<file path="src/rtl/command_arbiter_inex.sv">
// Three-source command merger: one FIFO per source, round-robin arbitration onto a single
// registered command channel with downstream hold and an optional inter-command gap.
module command_arbiter_inex #(
   parameter int unsigned FIFO_DEPTH = 4,
   parameter int unsigned CNT_W      = 3,
   parameter int unsigned GAP        = 0
) (
   input  logic        i_clk,
   input  logic        i_rst_n,
   input  logic [65:0] iv_cmd_0,
   input  logic        i_cmd_wr_0,
   output logic        o_cmd_full_0,
   input  logic [65:0] iv_cmd_1,
   input  logic        i_cmd_wr_1,
   output logic        o_cmd_full_1,
   input  logic [65:0] iv_cmd_2,
   input  logic        i_cmd_wr_2,
   output logic        o_cmd_full_2,
   input  logic        i_out_hold,
   output logic [65:0] ov_command,
   output logic        o_command_wr,
   output logic [2:0]  ov_overflow,
   output logic [2:0]  ov_grant
);

   localparam int unsigned PtrW = (FIFO_DEPTH > 1) ? $clog2(FIFO_DEPTH) : 1;
   localparam int unsigned GapW = (GAP > 1) ? $clog2(GAP + 1) : 1;

   typedef enum logic [1:0] {StIdle, StIssue, StGapWait} state_e;

   logic [65:0]     cmd_in [3];
   logic [65:0]     head   [3];
   logic [2:0]      wr_in, wr_acc, pop, eligible, full;
   logic [65:0]     win_cmd;
   logic [1:0]      win, last_q;
   logic            can_grant, take;
   state_e          state_q;
   logic [GapW-1:0] gap_q;
   logic [65:0]     cmd_q;
   logic            wr_q;
   logic [2:0]      grant_q, ovf_q;

   assign cmd_in[0] = iv_cmd_0;
   assign cmd_in[1] = iv_cmd_1;
   assign cmd_in[2] = iv_cmd_2;
   assign wr_in     = {i_cmd_wr_2, i_cmd_wr_1, i_cmd_wr_0};

   for (genvar i = 0; i < 3; i++) begin : g_fifo
      logic [65:0]      mem [FIFO_DEPTH];
      logic [PtrW-1:0]  wptr_q, rptr_q;
      logic [CNT_W-1:0] count_q;

      // Space is judged on the registered count, so a same-cycle pop never frees a slot.
      assign full[i]     = (count_q == CNT_W'(FIFO_DEPTH));
      assign eligible[i] = (count_q != '0);
      assign wr_acc[i]   = wr_in[i] & ~full[i];
      assign head[i]     = mem[rptr_q];

      always_ff @(posedge i_clk) begin
         if (wr_acc[i]) mem[wptr_q] <= cmd_in[i];
      end

      always_ff @(posedge i_clk or negedge i_rst_n) begin
         if (!i_rst_n) begin
            wptr_q  <= '0;
            rptr_q  <= '0;
            count_q <= '0;
         end else begin
            if (wr_acc[i]) wptr_q <= wptr_q + PtrW'(1);
            if (pop[i])    rptr_q <= rptr_q + PtrW'(1);
            case ({wr_acc[i], pop[i]})
               2'b10:   count_q <= count_q + CNT_W'(1);
               2'b01:   count_q <= count_q - CNT_W'(1);
               default: ;
            endcase
         end
      end
   end

   assign o_cmd_full_0 = full[0];
   assign o_cmd_full_1 = full[1];
   assign o_cmd_full_2 = full[2];

   // Walk candidates from lowest to highest priority so the last match wins.
   function automatic logic [1:0] rr_pick(input logic [2:0] elig, input logic [1:0] last);
      logic [1:0] pick;
      int         c;
      pick = 2'd0;
      for (int k = 3; k >= 1; k--) begin
         c = (int'(last) + k) % 3;
         if (elig[c]) pick = 2'(c);
      end
      return pick;
   endfunction

   assign win = rr_pick(eligible, last_q);

   always_comb begin
      win_cmd = head[0];
      case (win)
         2'd1:    win_cmd = head[1];
         2'd2:    win_cmd = head[2];
         default: win_cmd = head[0];
      endcase
   end

   always_comb begin
      can_grant = 1'b0;
      case (state_q)
         StIdle:    can_grant = 1'b1;
         StIssue:   can_grant = (GAP == 0);
         StGapWait: can_grant = (gap_q == '0);
         default:   can_grant = 1'b0;
      endcase
   end

   assign take = can_grant & (|eligible) & ~i_out_hold;
   assign pop  = take ? (3'b001 << win) : 3'b000;

   always_ff @(posedge i_clk or negedge i_rst_n) begin
      if (!i_rst_n) begin
         state_q <= StIdle;
         gap_q   <= '0;
         last_q  <= 2'd2;
         cmd_q   <= '0;
         wr_q    <= 1'b0;
         grant_q <= '0;
      end else begin
         cmd_q   <= '0;
         wr_q    <= 1'b0;
         grant_q <= '0;
         if (take) begin
            state_q <= StIssue;
            cmd_q   <= win_cmd;
            wr_q    <= 1'b1;
            grant_q <= 3'b001 << win;
            last_q  <= win;
         end else begin
            case (state_q)
               StIssue: begin
                  if (GAP > 0) begin
                     state_q <= StGapWait;
                     gap_q   <= GapW'(GAP - 1);
                  end else begin
                     state_q <= StIdle;
                  end
               end
               StGapWait: begin
                  if (gap_q != '0) gap_q   <= gap_q - GapW'(1);
                  else             state_q <= StIdle;
               end
               default: state_q <= StIdle;
            endcase
         end
      end
   end

   always_ff @(posedge i_clk or negedge i_rst_n) begin
      if (!i_rst_n) ovf_q <= '0;
      else          ovf_q <= wr_in & ~wr_acc;
   end

   assign ov_command   = cmd_q;
   assign o_command_wr = wr_q;
   assign ov_grant     = grant_q;
   assign ov_overflow  = ovf_q;

endmodule

</file>
<file path="config.mk">
export PLATFORM = sky130hd
export DESIGN_NAME = command_arbiter_inex
export DESIGN_NICKNAME = d
export VERILOG_FILES = /design/src/rtl/command_arbiter_inex.sv
export SDC_FILE = /design/constraint.sdc
export NUM_CORES = 1
export LEC_CHECK = 0
export CORE_MARGIN = 3
export CORE_UTILIZATION = 55
export CTS_BUF_LIST = sky130_fd_sc_hd__clkbuf_16
export CTS_CLUSTER_SIZE = 25
export DETAILED_ROUTE_END_ITERATION = 8
export GPL_TIMING_DRIVEN = 0
export PLACE_DENSITY = 0.87
export SLEW_MARGIN = 20
export SYNTH_ARGS = -nofsm -noshare
export SYNTH_HDL_FRONTEND = slang
export SYNTH_SLANG_ARGS = --single-unit
</file>
<file path="constraint.sdc">
create_clock -name i_clk -period 4.2 [get_ports i_clk]
set_input_delay 0.84 -clock i_clk [delete_from_list [all_inputs] [get_ports i_clk]]
set_output_delay 0.84 -clock i_clk [all_outputs]
set_load 0.02 [all_outputs]
</file>
==> results.py, run 1 <==
metrics = {
    "placed_design": {
        "portBuffers": 279,
        "dp.final_hpwl_mm": 51.8,
        "dpl_worst_slack_ns": -0.288,
        "place.gp.congestion": 0.787,
    },
    "synth": {
        "async_flop_share_pct": 10.8,
        "synthDistinctLibCells": 38,
        "synth_top_area_share_pct": 71.6,
        "synth.net_count": 1725,
        "post-synth-top-count-cell": "edfxtp_1",
        "syn_avg_cell_area_um2": 22.2,
        "syn_area_um2": 33200,
        "yosysTopAreaCell": "edfxtp_1",
        "synth_area_leaders": "edfxtp_1 (72%), mux4_2 (13%), dfrtp_1 (7.2%)",
        "synth_edf_count": 792,
        "synth_flop_cell": "edfxtp_1",
        "yosys-top-cells-count": "edfxtp_1 (792), mux4_2 (194), dfrtp_1 (95), a21oi_1 (67), a22oi_1 (66)",
        "ys_ff_latch": 888,
        "ys_warn_count": 0,
        "seq_area_frac_synth_pct": 78.8,
        "syn_inst": 1497,
    },
    "timing": {
        "relSlewSlack_pct": 24.8,
        "maxSlewViolCount": 0,
        "min_period_ns": 3.89,
        "tightest_slew_ns": 1.13,
        "clock.fmax_mhz": 257,
        "setup_violations": 0,
        "fin_ws_ns": 0.311,
        "finalSetupTns_ns": 0,
        "period_share_pct": 92.6,
        "fin_skew_ns": 0.0169,
        "hold_viol": 0,
        "holdWs_ns": 0.0941,
        "grt_setup_unrepaired": "no",
    },
    "final_layout": {
        "seq_area_um2": 26200,
        "area_growth_pct": 21.0,
        "num-fill-cells": 3565,
        "drive_above_1_share_pct": 20.0,
        "multi_input_area_um2": 6550,
        "final_nets": 2102,
    },
    "worst_setup_path": {
        "cpPeakStageDelay_ns": 0.45,
        "crit_chain": "inv_1 > ha_1 > nor2b_1 > a31o_2 > o31ai_2 > ha_2 > clkbuf_2 > and2_1 > ha_1 > inv_1 > fa_1 > xor2_1 > nor2_1 > xor2_1",
        "cp-end-kind": "register",
        "critPathMaxFanout": 10,
        "crit_path_start_kind": "register",
        "crit_required_ns": 4.74,
        "arrival_ns": 4.43,
        "critPathKind": "reg2reg",
        "cp_slowest_cell": "ha_2",
    },
    "routing": {
        "ant_nets": 0,
        "vias": 17000,
        "via_per_inst": 6.23,
        "wirelength_mm": 81.4,
        "drtIter0Drc": 1885,
        "wl_per_cell_um": 29.9,
        "firstDrtPassIters": 6,
        "drc_errors": 0,
    },
    "clock_tree": {
        "postCtsSetupBuffers": 0,
        "cts_inserted_buffers": 86,
        "htree_levels": 3,
        "cts_max_path_buffers": 3,
        "clkTransAtPathRegs_ns": 0.06,
        "clock_latency_ns": 0.63,
        "clkSinkCount": 888,
        "cts-root-buf": "clkbuf_16",
        "cts_tree": "done",
    },
    "grt": {
        "grt_start_max_net_pins": 67,
        "grt_pass1_vias": 17900,
        "grt_pass1_wl_mm": 119,
        "grt_overflow_total": 0,
        "antenna_found_initial": 17,
        "grtUsageTotal_pct": 26.1,
    },
    "floorplan": {
        "start_util_pct": 56.0,
        "dieArea_um2": 63400,
        "rows": 89,
        "core_area_um2": 59400,
        "die_width_um": 252,
        "die_h_um": 252,
        "ioPinCount": 280,
    },
    "power_and_ir_drop": {
        "powerDensity_nw_per_um2": 763,
        "vdd_ir_drop_max_uv": 401,
        "p_leak_nw": 13.5,
        "p_total_w": 0.0307,
    },
    "run_status": {
        "status": "completed",
    },
    "job": {
        "drv_cap": 0,
    },
    "min_path": {
        "hold_class": "in2async",
    },
}
metrics by stage:
step                      instances  area, µm²  util (%)
after floorplan                1497      33200         -
after global placement         2549      37000      62.3
after detailed placement       2562      37400      63.0
after CTS                      2716      40200      67.7
after global routing           2718      40200      67.7
final                          2725      40200      67.7
where the power goes:
| part | internal (W) | switching, W | leakage, nW |
|---|---|---|---|
| sequential | 0.0118 | 0.000582 | 8.47 |
| clock | 0.00448 | 0.00321 | 1.44 |
| combinational | 0.00419 | 0.00645 | 3.55 |
metal layers:
layer / share of wire, % / wire [µm] / GRT usage, % / up-vias
li1: - / - / - / 6988
met1: 35 / 28800 / 32.9 / 8905
met2: 53 / 42700 / 45.3 / 904
met3: 8.9 / 7280 / 6.06 / 165
met4: 3.1 / 2500 / 8.62 / 16
met5: 0.12 / 100 / 0 / -
path summary, 6_finish.rpt:
kind	cells past startpoint	startpoint	slack, ns	endpoint
worst min register to register	1	g_fifo[0].count_q[2]$_DFFE_PN0P_	0.53	g_fifo[0].count_q[2]$_DFFE_PN0P_
worst max register to register	14	last_q[0]$_DFFE_PN0P_	0.31	g_fifo[2].count_q[2]$_DFFE_PN0P_
worst min-delay path	1	i_rst_n	0.09	ov_command[15]$_DFF_PN0_
max in group asynchronous	2	i_rst_n	3.35	last_q[1]$_DFFE_PN1P_
min in group i_clk	1	g_fifo[0].count_q[2]$_DFFE_PN0P_	0.53	g_fifo[0].count_q[2]$_DFFE_PN0P_
worst max-delay path	14	last_q[0]$_DFFE_PN0P_	0.31	g_fifo[2].count_q[2]$_DFFE_PN0P_
worst max-delay path, delay by kind of cell (launching register included):
kind            cells  cell delay [ns]
xor+xnor            2             0.34
compound gates      2             0.60
simple gates        3             0.56
fa+ha+maj           4             1.42
buf+inv             3             0.49
flops               1             0.40
kinds of logic after synthesis:
group / count (synthesis) / synth area share [%]
adders and majority gates: 24 / 0.971
buffers and inverters: 108 / 1.68
AOI/OAI and AO/OA: 208 / 3.69
muxes: 202 / 13.6
xor gates and xnor gates: 18 / 0.474
and+or+nand+nor: 49 / 0.779
DFF: 888 / 78.8
registers in the layout, indices dropped and copies added, names as in the netlist:
| signal | flops |
|---|---|
| g_fifo.count_q | 9 |
| g_fifo.mem | 792 |
| g_fifo.rptr_q | 6 |
| g_fifo.wptr_q | 6 |
| last_q | 2 |
| o_command_wr | 1 |
| ov_command | 66 |
| ov_grant | 3 |
| ov_overflow | 3 |
placed cells by master (no fill, tap or decap), drive strengths merged, types with 3 or more instances in the layout:
master         netlist  layout
edfxtp             792     792
o21ai               69      69
mux4               198     198
diode                0      10
nor3                 4       4
and2                10      10
dfrtp               95      95
nand3                4       4
nand2                7       7
a22oi               66      66
xnor2                9       9
inv                 25      44
ha                  21      21
mux2                 3       3
nor2                 8       8
clkbuf              33     117
clkinv               0      38
a21oi               67      67
clkdlybuf4s50        0     278
and3                11      11
buf                 50      64
bufinv               0      12
xor2                 9       9
fa                   3       3
layout make-up:
cell class	instances	area share, %
sequential	888	65.1
multi-input combinational	501	16.3
timing repair buffer	292	7.84
clock buffer	87	5.41
tap	773	2.41
clock inverter	69	1.51
buffer	80	1.14
inverter	25	0.233
antenna	10	0.0622
timing repair:
action / in CTS / in global routing
setup endpoints to repair: 8 / 3
hold buffers: 0 / 0
gates resized for setup: 3 / 2
(Power assumes the default switching activity.)
==> run 2: changes to the inputs <==
--- a/config.mk
+++ b/config.mk
@@ -6,12 +6,12 @@
 export NUM_CORES = 1
 export LEC_CHECK = 0
 export CORE_MARGIN = 3
-export CORE_UTILIZATION = 55
+export CORE_UTILIZATION = 46
 export CTS_BUF_LIST = sky130_fd_sc_hd__clkbuf_16
 export CTS_CLUSTER_SIZE = 25
 export DETAILED_ROUTE_END_ITERATION = 8
 export GPL_TIMING_DRIVEN = 0
-export PLACE_DENSITY = 0.87
+export PLACE_DENSITY = 0.77
 export SLEW_MARGIN = 20
 export SYNTH_ARGS = -nofsm -noshare
 export SYNTH_HDL_FRONTEND = slang
==> results.py, run 2 (same netlist as run 1, synthesis figures left out) <==
metrics = {
    "run_status": {
        "status": "completed",
    },
    "clock_tree": {
        "clkSinkCount": 888,
        "htree_levels": 3,
        "cts-root-buf": "clkbuf_16",
        "cts_max_path_buffers": 3,
        "clock_latency_ns": 0.63,
        "cts_tree": "done",
        "clkTransAtPathRegs_ns": 0.06,
        "postCtsSetupBuffers": 0,
        "cts_inserted_buffers": 89,
    },
    "routing": {
        "firstDrtPassIters": 5,
        "drtIter0Drc": 1787,
        "ant_nets": 0,
        "drc_errors": 0,
        "wl_per_cell_um": 27.5,
        "vias": 16400,
        "wirelength_mm": 79.8,
        "via_per_inst": 5.66,
    },
    "floorplan": {
        "die_h_um": 275,
        "ioPinCount": 280,
        "dieArea_um2": 75500,
        "start_util_pct": 47.0,
        "die_width_um": 275,
        "core_area_um2": 70800,
        "rows": 97,
    },
    "power_and_ir_drop": {
        "power_frac_seq_pct": 39.5,
        "p_int_w": 0.0209,
        "switchingPower_w": 0.0102,
        "powerDensity_nw_per_um2": 764,
        "p_total_w": 0.0311,
        "p_leak_nw": 13.6,
        "power_switching_share_pct": 32.8,
        "power_frac_comb_pct": 34.1,
        "clockPowerShare_pct": 26.4,
        "vdd_ir_drop_max_uv": 459,
    },
    "timing": {
        "min_period_ns": 3.95,
        "finalSetupTns_ns": 0,
        "fin_ws_ns": 0.249,
        "grt_setup_unrepaired": "no",
        "tightest_slew_ns": 0.852,
        "setup_violations": 0,
        "hold_viol": 0,
        "relSlewSlack_pct": 43.2,
        "fin_skew_ns": 0.0243,
        "clock.fmax_mhz": 253,
        "maxSlewViolCount": 0,
        "period_share_pct": 94.1,
    },
    "worst_setup_path": {
        "arrival_ns": 4.49,
        "cp_common_cell": "ha_1",
        "critPathKind": "reg2reg",
        "critPathMaxFanout": 10,
        "crit_chain": "inv_1 > ha_1 > a31o_2 > a21oi_1 > or2_2 > ha_1 > clkbuf_2 > and2_1 > ha_1 > inv_1 > fa_1 > xor2_1 > nor2_1 > xor2_1",
        "cpPeakStageDelay_ns": 0.42,
        "cp_slowest_cell": "ha_1",
        "critical_path_buf_inv_count": 3,
        "cp-end-kind": "register",
        "crit_required_ns": 4.74,
        "crit_family": "adder cells",
        "crit_path_start_kind": "register",
    },
    "grt": {
        "grt_overflow_total": 0,
        "antenna_found_initial": 16,
        "grt_pass1_vias": 17400,
        "grt_pass1_wl_mm": 116,
        "grtUsageTotal_pct": 21.3,
        "grt_start_max_net_pins": 64,
    },
    "final_layout": {
        "num-fill-cells": 5017,
        "top_register": "g_fifo.mem",
        "mostFrequentLayoutCells": "edfxtp_1 (792), clkdlybuf4s50_1 (278), mux4_2 (194), dfrtp_1 (95), clkbuf_16 (93)",
        "multi_input_area_um2": 6540,
        "area_growth_pct": 22.5,
        "largest_reg_flops": 792,
        "final_area_um2": 40700,
        "final_common_cell": "edfxtp_1",
        "drive_above_1_share_pct": 20.9,
        "utilization_pct": 57.5,
        "seq_area_um2": 26200,
        "final_nets": 2107,
    },
    "placed_design": {
        "portBuffers": 279,
        "place_area_um2": 37600,
        "dpl_worst_slack_ns": -0.272,
        "place.gp.congestion": 0.775,
        "dp.final_hpwl_mm": 52.6,
    },
    "min_path": {
        "hold_class": "in2async",
    },
    "job": {
        "drv_cap": 0,
    },
}
run 2: power groups by stage:
stage / Clock (W) / Combinational (W) / Sequential, W
floorplan: 0 / 0.00617 / 0.0127
global placement: 0 / 0.0104 / 0.0126
detailed placement: 0 / 0.0108 / 0.0125
CTS: 0.00835 / 0.0109 / 0.0123
global route: 0.00872 / 0.0114 / 0.0124
finish: 0.00820 / 0.0106 / 0.0123
run 2: final cells by class:
type	count	share of cell area, %
Sequential cell	888	64.3
Timing Repair Buffer	292	7.73
Buffer	82	1.15
Clock inverter	74	1.81
Inverter	25	0.231
Clock buffer	93	5.72
Multi-Input combinational cell	501	16.1
Tap cell	940	2.89
Antenna cell	11	0.0676
run 2: worst paths after layout:
path / start / end / slack (ns) / cells past startpoint
setup / recovery: last_q[0]$_DFFE_PN0P_ / g_fifo[1].count_q[2]$_DFFE_PN0P_ / 0.25 / 14
hold / removal: i_rst_n / ov_command[21]$_DFF_PN0_ / 0.13 / 1
setup reg to reg: last_q[0]$_DFFE_PN0P_ / g_fifo[1].count_q[2]$_DFFE_PN0P_ / 0.25 / 14
hold reg to reg: g_fifo[0].count_q[0]$_DFFE_PN0P_ / g_fifo[0].count_q[0]$_DFFE_PN0P_ / 0.52 / 1
max in group asynchronous: i_rst_n / last_q[1]$_DFFE_PN1P_ / 3.31 / 2
min in group i_clk: g_fifo[0].count_q[0]$_DFFE_PN0P_ / g_fifo[0].count_q[0]$_DFFE_PN0P_ / 0.52 / 1
run 2: per-stage QoR:
stage                     cells  hold WS, ns
after floorplan            1497        0.476
after global placement     2716        0.503
after detailed placement   2729        0.509
final                      2906        0.128
after CTS                  2896        0.109
after global routing       2897        0.138
run 2: timing repair:
item | in CTS | in global routing
endpoints found under the hold margin | 0 | 0
setup endpoints to repair | 3 | 7
gates resized for setup | 3 | 3
hold buffers | 0 | 0
run 2: routing by layer:
metal,GRT usage (%),vias up,routed length (µm)
met1,28.7,8647,31600
li1,-,7018,-
met4,5.96,12,1750
met2,36.0,650,40600
met5,0,-,92
met3,4.11,116,5780
